==> config.mk <==
export PLATFORM = sky130hd
export DESIGN_NAME = cpu_iu
export DESIGN_NICKNAME = d
export VERILOG_FILES = /design/src/rtl/cpu_iu_pkg.sv /design/src/rtl/cpu_iu_decode.sv /design/src/rtl/cpu_iu.sv
export SDC_FILE = /design/constraint.sdc
export NUM_CORES = 1
export LEC_CHECK = 0
export CELL_PAD_IN_SITES_DETAIL_PLACEMENT = 0
export CELL_PAD_IN_SITES_GLOBAL_PLACEMENT = 1
export CORE_ASPECT_RATIO = 1.75
export CORE_MARGIN = 2
export CORE_UTILIZATION = 39
export DETAILED_ROUTE_END_ITERATION = 6
export GPL_ROUTABILITY_DRIVEN = 0
export PLACE_DENSITY_LB_ADDON = 0.25
export SLEW_MARGIN = 10
export SYNTH_ARGS = -nofsm -noshare
export SYNTH_HDL_FRONTEND = slang
export SYNTH_HIERARCHICAL = 1
export SYNTH_SLANG_ARGS = --single-unit
==> constraint.sdc <==
create_clock -name clk -period 5.85 [get_ports clk]
set_input_delay 1.17 -clock clk [delete_from_list [all_inputs] [get_ports clk]]
set_output_delay 1.17 -clock clk [all_outputs]
set_load 0.1 [all_outputs]
==> src/rtl/cpu_iu_pkg.sv <==
// Shared definitions for the cpu_iu instruction/control unit: opcodes,
// ALUOp encodings, sequencer states and the decoded control vector.
package cpu_iu_pkg;

    localparam logic [5:0] OP_RTYPE = 6'b000000;
    localparam logic [5:0] OP_ADDI  = 6'b001000;
    localparam logic [5:0] OP_LW    = 6'b100011;
    localparam logic [5:0] OP_SW    = 6'b101011;
    localparam logic [5:0] OP_BEQ   = 6'b000100;
    localparam logic [5:0] OP_J     = 6'b000010;

    localparam logic [1:0] ALUOP_ADD  = 2'b00;
    localparam logic [1:0] ALUOP_SUB  = 2'b01;
    localparam logic [1:0] ALUOP_FUNC = 2'b10;

    typedef enum logic [2:0] {
        FETCH,
        EXEC,
        MEM,
        WB,
        HALT
    } state_t;

    typedef struct packed {
        logic       reg_dst;
        logic       alu_src;
        logic       mem_to_reg;
        logic       reg_write;
        logic       mem_read;
        logic       mem_write;
        logic       is_beq;
        logic       is_j;
        logic [1:0] alu_op;
    } ctrl_t;

endpackage

==> src/rtl/cpu_iu_decode.sv <==
// Combinational opcode to control-vector decoder for cpu_iu.
// Undecoded opcodes yield an all-zero vector.
module cpu_iu_decode
    import cpu_iu_pkg::*;
(
    input  logic [5:0] opcode,
    output ctrl_t      ctrl
);

    always_comb begin
        ctrl = '0;
        case (opcode)
            OP_RTYPE: begin
                ctrl.reg_dst   = 1'b1;
                ctrl.reg_write = 1'b1;
                ctrl.alu_op    = ALUOP_FUNC;
            end
            OP_ADDI: begin
                ctrl.alu_src   = 1'b1;
                ctrl.reg_write = 1'b1;
                ctrl.alu_op    = ALUOP_ADD;
            end
            OP_LW: begin
                ctrl.alu_src    = 1'b1;
                ctrl.mem_to_reg = 1'b1;
                ctrl.reg_write  = 1'b1;
                ctrl.mem_read   = 1'b1;
                ctrl.alu_op     = ALUOP_ADD;
            end
            OP_SW: begin
                ctrl.alu_src   = 1'b1;
                ctrl.mem_write = 1'b1;
                ctrl.alu_op    = ALUOP_ADD;
            end
            OP_BEQ: begin
                ctrl.is_beq = 1'b1;
                ctrl.alu_op = ALUOP_SUB;
            end
            OP_J: begin
                ctrl.is_j = 1'b1;
            end
            default: ctrl = '0;
        endcase
    end

endmodule

==> src/rtl/cpu_iu.sv <==
// Multi-cycle instruction/control unit (FETCH, EXEC, MEM, WB, HALT).
// Define ILLEGAL_TRAP_EN to halt on undecoded opcodes instead of treating them as NOPs.
module cpu_iu
    import cpu_iu_pkg::*;
#(
    parameter logic [31:0] RESET_PC     = 32'h0000_0000,
    parameter int unsigned IMEM_TIMEOUT = 0
) (
    input  logic        clk,
    input  logic        reset_n,
    output logic        imem_req,
    output logic [31:0] imem_addr,
    input  logic        imem_ack,
    input  logic [31:0] imem_data,
    output logic [25:0] Instruction,
    output logic        RegDst,
    output logic        ALUSrc,
    output logic        RegWrite,
    output logic        MemtoReg,
    output logic [1:0]  ALUOp,
    output logic        MemRead,
    output logic        MemWrite,
    input  logic        mem_ack,
    input  logic        Zero,
    input  logic [31:0] SEImm,
    output logic [31:0] pc,
    output logic        halt
);

    localparam logic [31:0] TO_LAST = 32'(IMEM_TIMEOUT - 1);

    state_t      state, state_nx;
    logic [31:0] ir, ir_nx;
    logic [31:0] pc_nx;
    logic [31:0] to_cnt, to_cnt_nx;
    logic [31:0] pc_plus4, br_target, j_target;
    ctrl_t       ctrl;

    cpu_iu_decode u_decode (
        .opcode (ir[31:26]),
        .ctrl   (ctrl)
    );

    assign imem_addr   = pc;
    assign Instruction = ir[25:0];
    assign pc_plus4    = pc + 32'd4;
    assign br_target   = pc_plus4 + (SEImm << 2);
    assign j_target    = {pc_plus4[31:28], ir[25:0], 2'b00};

    always_ff @(posedge clk or negedge reset_n) begin
        if (!reset_n) begin
            state  <= FETCH;
            pc     <= RESET_PC;
            ir     <= '0;
            to_cnt <= '0;
        end else begin
            state  <= state_nx;
            pc     <= pc_nx;
            ir     <= ir_nx;
            to_cnt <= to_cnt_nx;
        end
    end

    always_comb begin
        state_nx  = state;
        pc_nx     = pc;
        ir_nx     = ir;
        to_cnt_nx = to_cnt;
        imem_req  = 1'b0;
        RegDst    = 1'b0;
        ALUSrc    = 1'b0;
        RegWrite  = 1'b0;
        MemtoReg  = 1'b0;
        ALUOp     = '0;
        MemRead   = 1'b0;
        MemWrite  = 1'b0;
        halt      = 1'b0;

        // EU controls stay stable from EXEC through WB for the held IR
        if (state == EXEC || state == MEM || state == WB) begin
            RegDst   = ctrl.reg_dst;
            ALUSrc   = ctrl.alu_src;
            MemtoReg = ctrl.mem_to_reg;
            ALUOp    = ctrl.alu_op;
        end

        case (state)
            FETCH: begin
                imem_req = reset_n;
                if (imem_ack) begin
                    ir_nx     = imem_data;
                    to_cnt_nx = '0;
                    state_nx  = EXEC;
                end else if (IMEM_TIMEOUT != 0 && to_cnt == TO_LAST) begin
                    state_nx = HALT;
                end else begin
                    to_cnt_nx = to_cnt + 32'd1;
                end
            end
            EXEC: begin
                if (ctrl.mem_read || ctrl.mem_write) begin
                    state_nx = MEM;
                end else if (ctrl.reg_write) begin
                    state_nx = WB;
                end else if (ctrl.is_beq) begin
                    state_nx = FETCH;
                    pc_nx    = Zero ? br_target : pc_plus4;
                end else if (ctrl.is_j) begin
                    state_nx = FETCH;
                    pc_nx    = j_target;
                end else begin
`ifdef ILLEGAL_TRAP_EN
                    state_nx = HALT;
`else
                    state_nx = FETCH;
                    pc_nx    = pc_plus4;
`endif
                end
            end
            MEM: begin
                MemRead  = ctrl.mem_read;
                MemWrite = ctrl.mem_write;
                if (mem_ack) begin
                    if (ctrl.mem_read) begin
                        state_nx = WB;
                    end else begin
                        state_nx = FETCH;
                        pc_nx    = pc_plus4;
                    end
                end
            end
            WB: begin
                RegWrite = ctrl.reg_write;
                state_nx = FETCH;
                pc_nx    = pc_plus4;
            end
            HALT: begin
                halt = 1'b1;
            end
            default: state_nx = FETCH;
        endcase
    end

endmodule

==> impl_metrics.json <==
{
  "post_cts_hold_buffer_count": 0,
  "postCtsSetupRepairBufs": 0,
  "layout_min_cycle_time_ps": 4320,
  "synth_seq_cells": 64,
  "fin_nets": 919,
  "finalCritPeriodShare": 0.739,
  "max_stage_delay_ps": 1140,
  "die_area_sq_mm": 0.0165,
  "required_ps": 4680,
  "syn_avg_cell_area_sq_um": 8.34,
  "grt_util_all_layers": 0.243,
  "synthFlopType": "dfrtp_1",
  "numPortBuffers": 161,
  "clkSlewWorstSetupHoldPaths_ps": 50,
  "ctsResizeCount": 0,
  "grt_max_degree": 65,
  "drive_gt1_frac": 0.0845,
  "synth.distinct_cells": 69,
  "crit_start": "ir[31]",
  "place_ws_ps": 1730,
  "wl_per_cell_microns": 20.4,
  "nFillCells": 1469,
  "dp_hpwl_microns": 15400,
  "fmax_ghz": 0.231,
  "die_h_microns": 169,
  "finalHoldWorstSlack_ps": 531,
  "via_per_inst": 5.83,
  "final_util": 0.505,
  "slew_headroom": 0.219,
  "finalHoldViolations": 0,
  "path_class": "flop to primary output",
  "htree_levels": 3,
  "yosysWarnings": 6,
  "finClkSkew_ps": 14.0,
  "drc": 0,
  "cp_data_arrival_time_ps": 3150,
  "yosysSeqAreaShare": 0.265,
  "hp-class": "flop to flop",
  "syn2layout_area_growth_pct": 27.6,
  "grt_pass1_wl_microns": 31800,
  "power.total_mw": 4.96,
  "cts.sinks": 64,
  "worst-path-buf-inv": 2,
  "r2r_start": "imem_addr[4]",
  "rsz0062_at_grt": "false",
  "diodes": 0,
  "endpoint": "ALUOp[0]",
  "critPathTopFamily": "buffers and inverters",
  "cts_buffers": 9,
  "wirelength_microns": 20400,
  "yosysTopAreaCellShare": 0.265,
  "ctsRootBufferMaster": "clkbuf_16",
  "grt_pass1_vias": 6015,
  "synth_common_cells": "dfrtp_1, buf_4, nand2_1, a21oi_1",
  "worstSkewPairLatency_ps": 340,
  "reg2regPathDepth": 14,
  "p_leak_nw": 3.23,
  "first_pass_iters": 5,
  "slew_viol_final": 0,
  "timing.rr.end": "imem_addr[30]",
  "powerDensity_mw_per_mm2": 644,
  "postSynthCellCount": 724,
  "r2r_slack_ps": 1650,
  "syn-cell-area_sq_mm": 0.00604,
  "ir_worst_vdd_mv": 0.392,
  "cpMaxStageDelayCell": "clkdlybuf4s50_1",
  "final_antenna_net_count": 0,
  "max_cap_violations": 0,
  "crit_cells": 5,
  "num_vias": 5849,
  "top_level_ports": 169,
  "synth_edf_count": 0,
  "drtIter0Drc": 290,
  "grt_overflow": 0,
  "antenna_found_initial": 0,
  "fin_ws_ps": 1530,
  "worst_slew_pin_slew_ps": 1170,
  "synth-async-reset-ratio": 1.00,
  "startpoint_type": "flop",
  "core_sq_mm": 0.0152,
  "setup_tns_ps": 0,
  "synth_most_common_cell": "dfrtp_1",
  "synth_largest_area_cell": "dfrtp_1",
  "fp.dieW_microns": 98.1,
  "path_cells": "or3_1, nor4b_2, buf_4, nor2b_1, clkdlybuf4s50_1",
  "final-setup-viol-count": 0,
  "status": "complete, no violations",
  "critPathMaxFanout": 29,
  "cts_buffer_depth": 2,
  "start_util": 0.396,
  "synth_area_leaders": "dfrtp_1, buf_4, ha_1",
  "cts_tree": "built",
  "endpoint_kind": "primary output",
  "num_rows": 60
}
## state kept, by name, summed over array words and instances, names as in the netlist
signal,flops
state,2
ir,32
imem_addr,30
## worst min path at each step
stage               slack (ps)    from  cells past startpoint     end
floorplan                  480  ir[28]                      1  ir[28]
global placement           520   ir[5]                      1   ir[5]
detailed placement         530   ir[6]                      1   ir[6]
CTS                        540   ir[6]                      1   ir[6]
global route               550   ir[6]                      1   ir[6]
finish                     530   ir[6]                      1   ir[6]
## per-stage QoR
| step | instance area [sq um] | std cells |
|---|---|---|
| 2_1_floorplan | 6050 | 728 |
| 3_3_place_gp | 7360 | 987 |
| 3_5_place_dp | 7360 | 987 |
| 4_1_cts | 7700 | 1003 |
| 5_1_grt | 7700 | 1003 |
| 6_report | 7700 | 1003 |
## final cells by class
class                      instances  area (sq um)  share of cell area
sequential                        64          1600               0.208
tap                              186           233              0.0302
clock buffer                      11           243              0.0315
multi-input combinational        542          3760               0.488
inverter                          27           101              0.0132
timing repair buffer             168          1660               0.215
clock inverter                     5           104              0.0135
## report_power, final
group | internal, mW | switching, mW
Clock | 0.428 | 0.217
Combinational | 0.943 | 2.51
Sequential | 0.605 | 0.261
Total | 1.98 | 2.99
## placed cells by master (no fill, tap or decap), drive strengths merged, types with 4 or more instances in the layout
cell type        n
a211oi           9
a21o            12
a21oi           45
a221oi           9
a22oi           19
a31oi            4
and2             7
and3            11
buf              8
clkbuf          11
clkdlybuf4s50  160
conb             5
dfrtp           64
ha              37
inv             26
mux2            32
mux2i            6
nand2           59
nand2b           6
nand3           23
nand4           15
nor2            41
nor2b           10
nor3            13
nor3b            4
nor4            11
o21a             4
o21ai           44
o22ai           10
or3              5
xnor2           23
xor2            27
## cells by family after synthesis
family / after synthesis / synth area share
xor+xnor: 50 / 0.0725
compound gates: 193 / 0.211
flops: 64 / 0.265
mux: 38 / 0.0696
fa+ha+maj: 38 / 0.0800
other cells: 1 / 0.000621
buf+inv: 122 / 0.116
simple gates: 218 / 0.185
## metal layers
| metal | vias up | track usage | share of wire |
|---|---|---|---|
| li1 | 2766 | - | - |
| met5 | - | 0 | 0 |
| met3 | 67 | 0.0355 | 0.047 |
| met2 | 245 | 0.453 | 0.54 |
| met4 | 0 | 0.130 | 0.054 |
| met1 | 2771 | 0.258 | 0.36 |
Power figures use the tool's default switching activity.
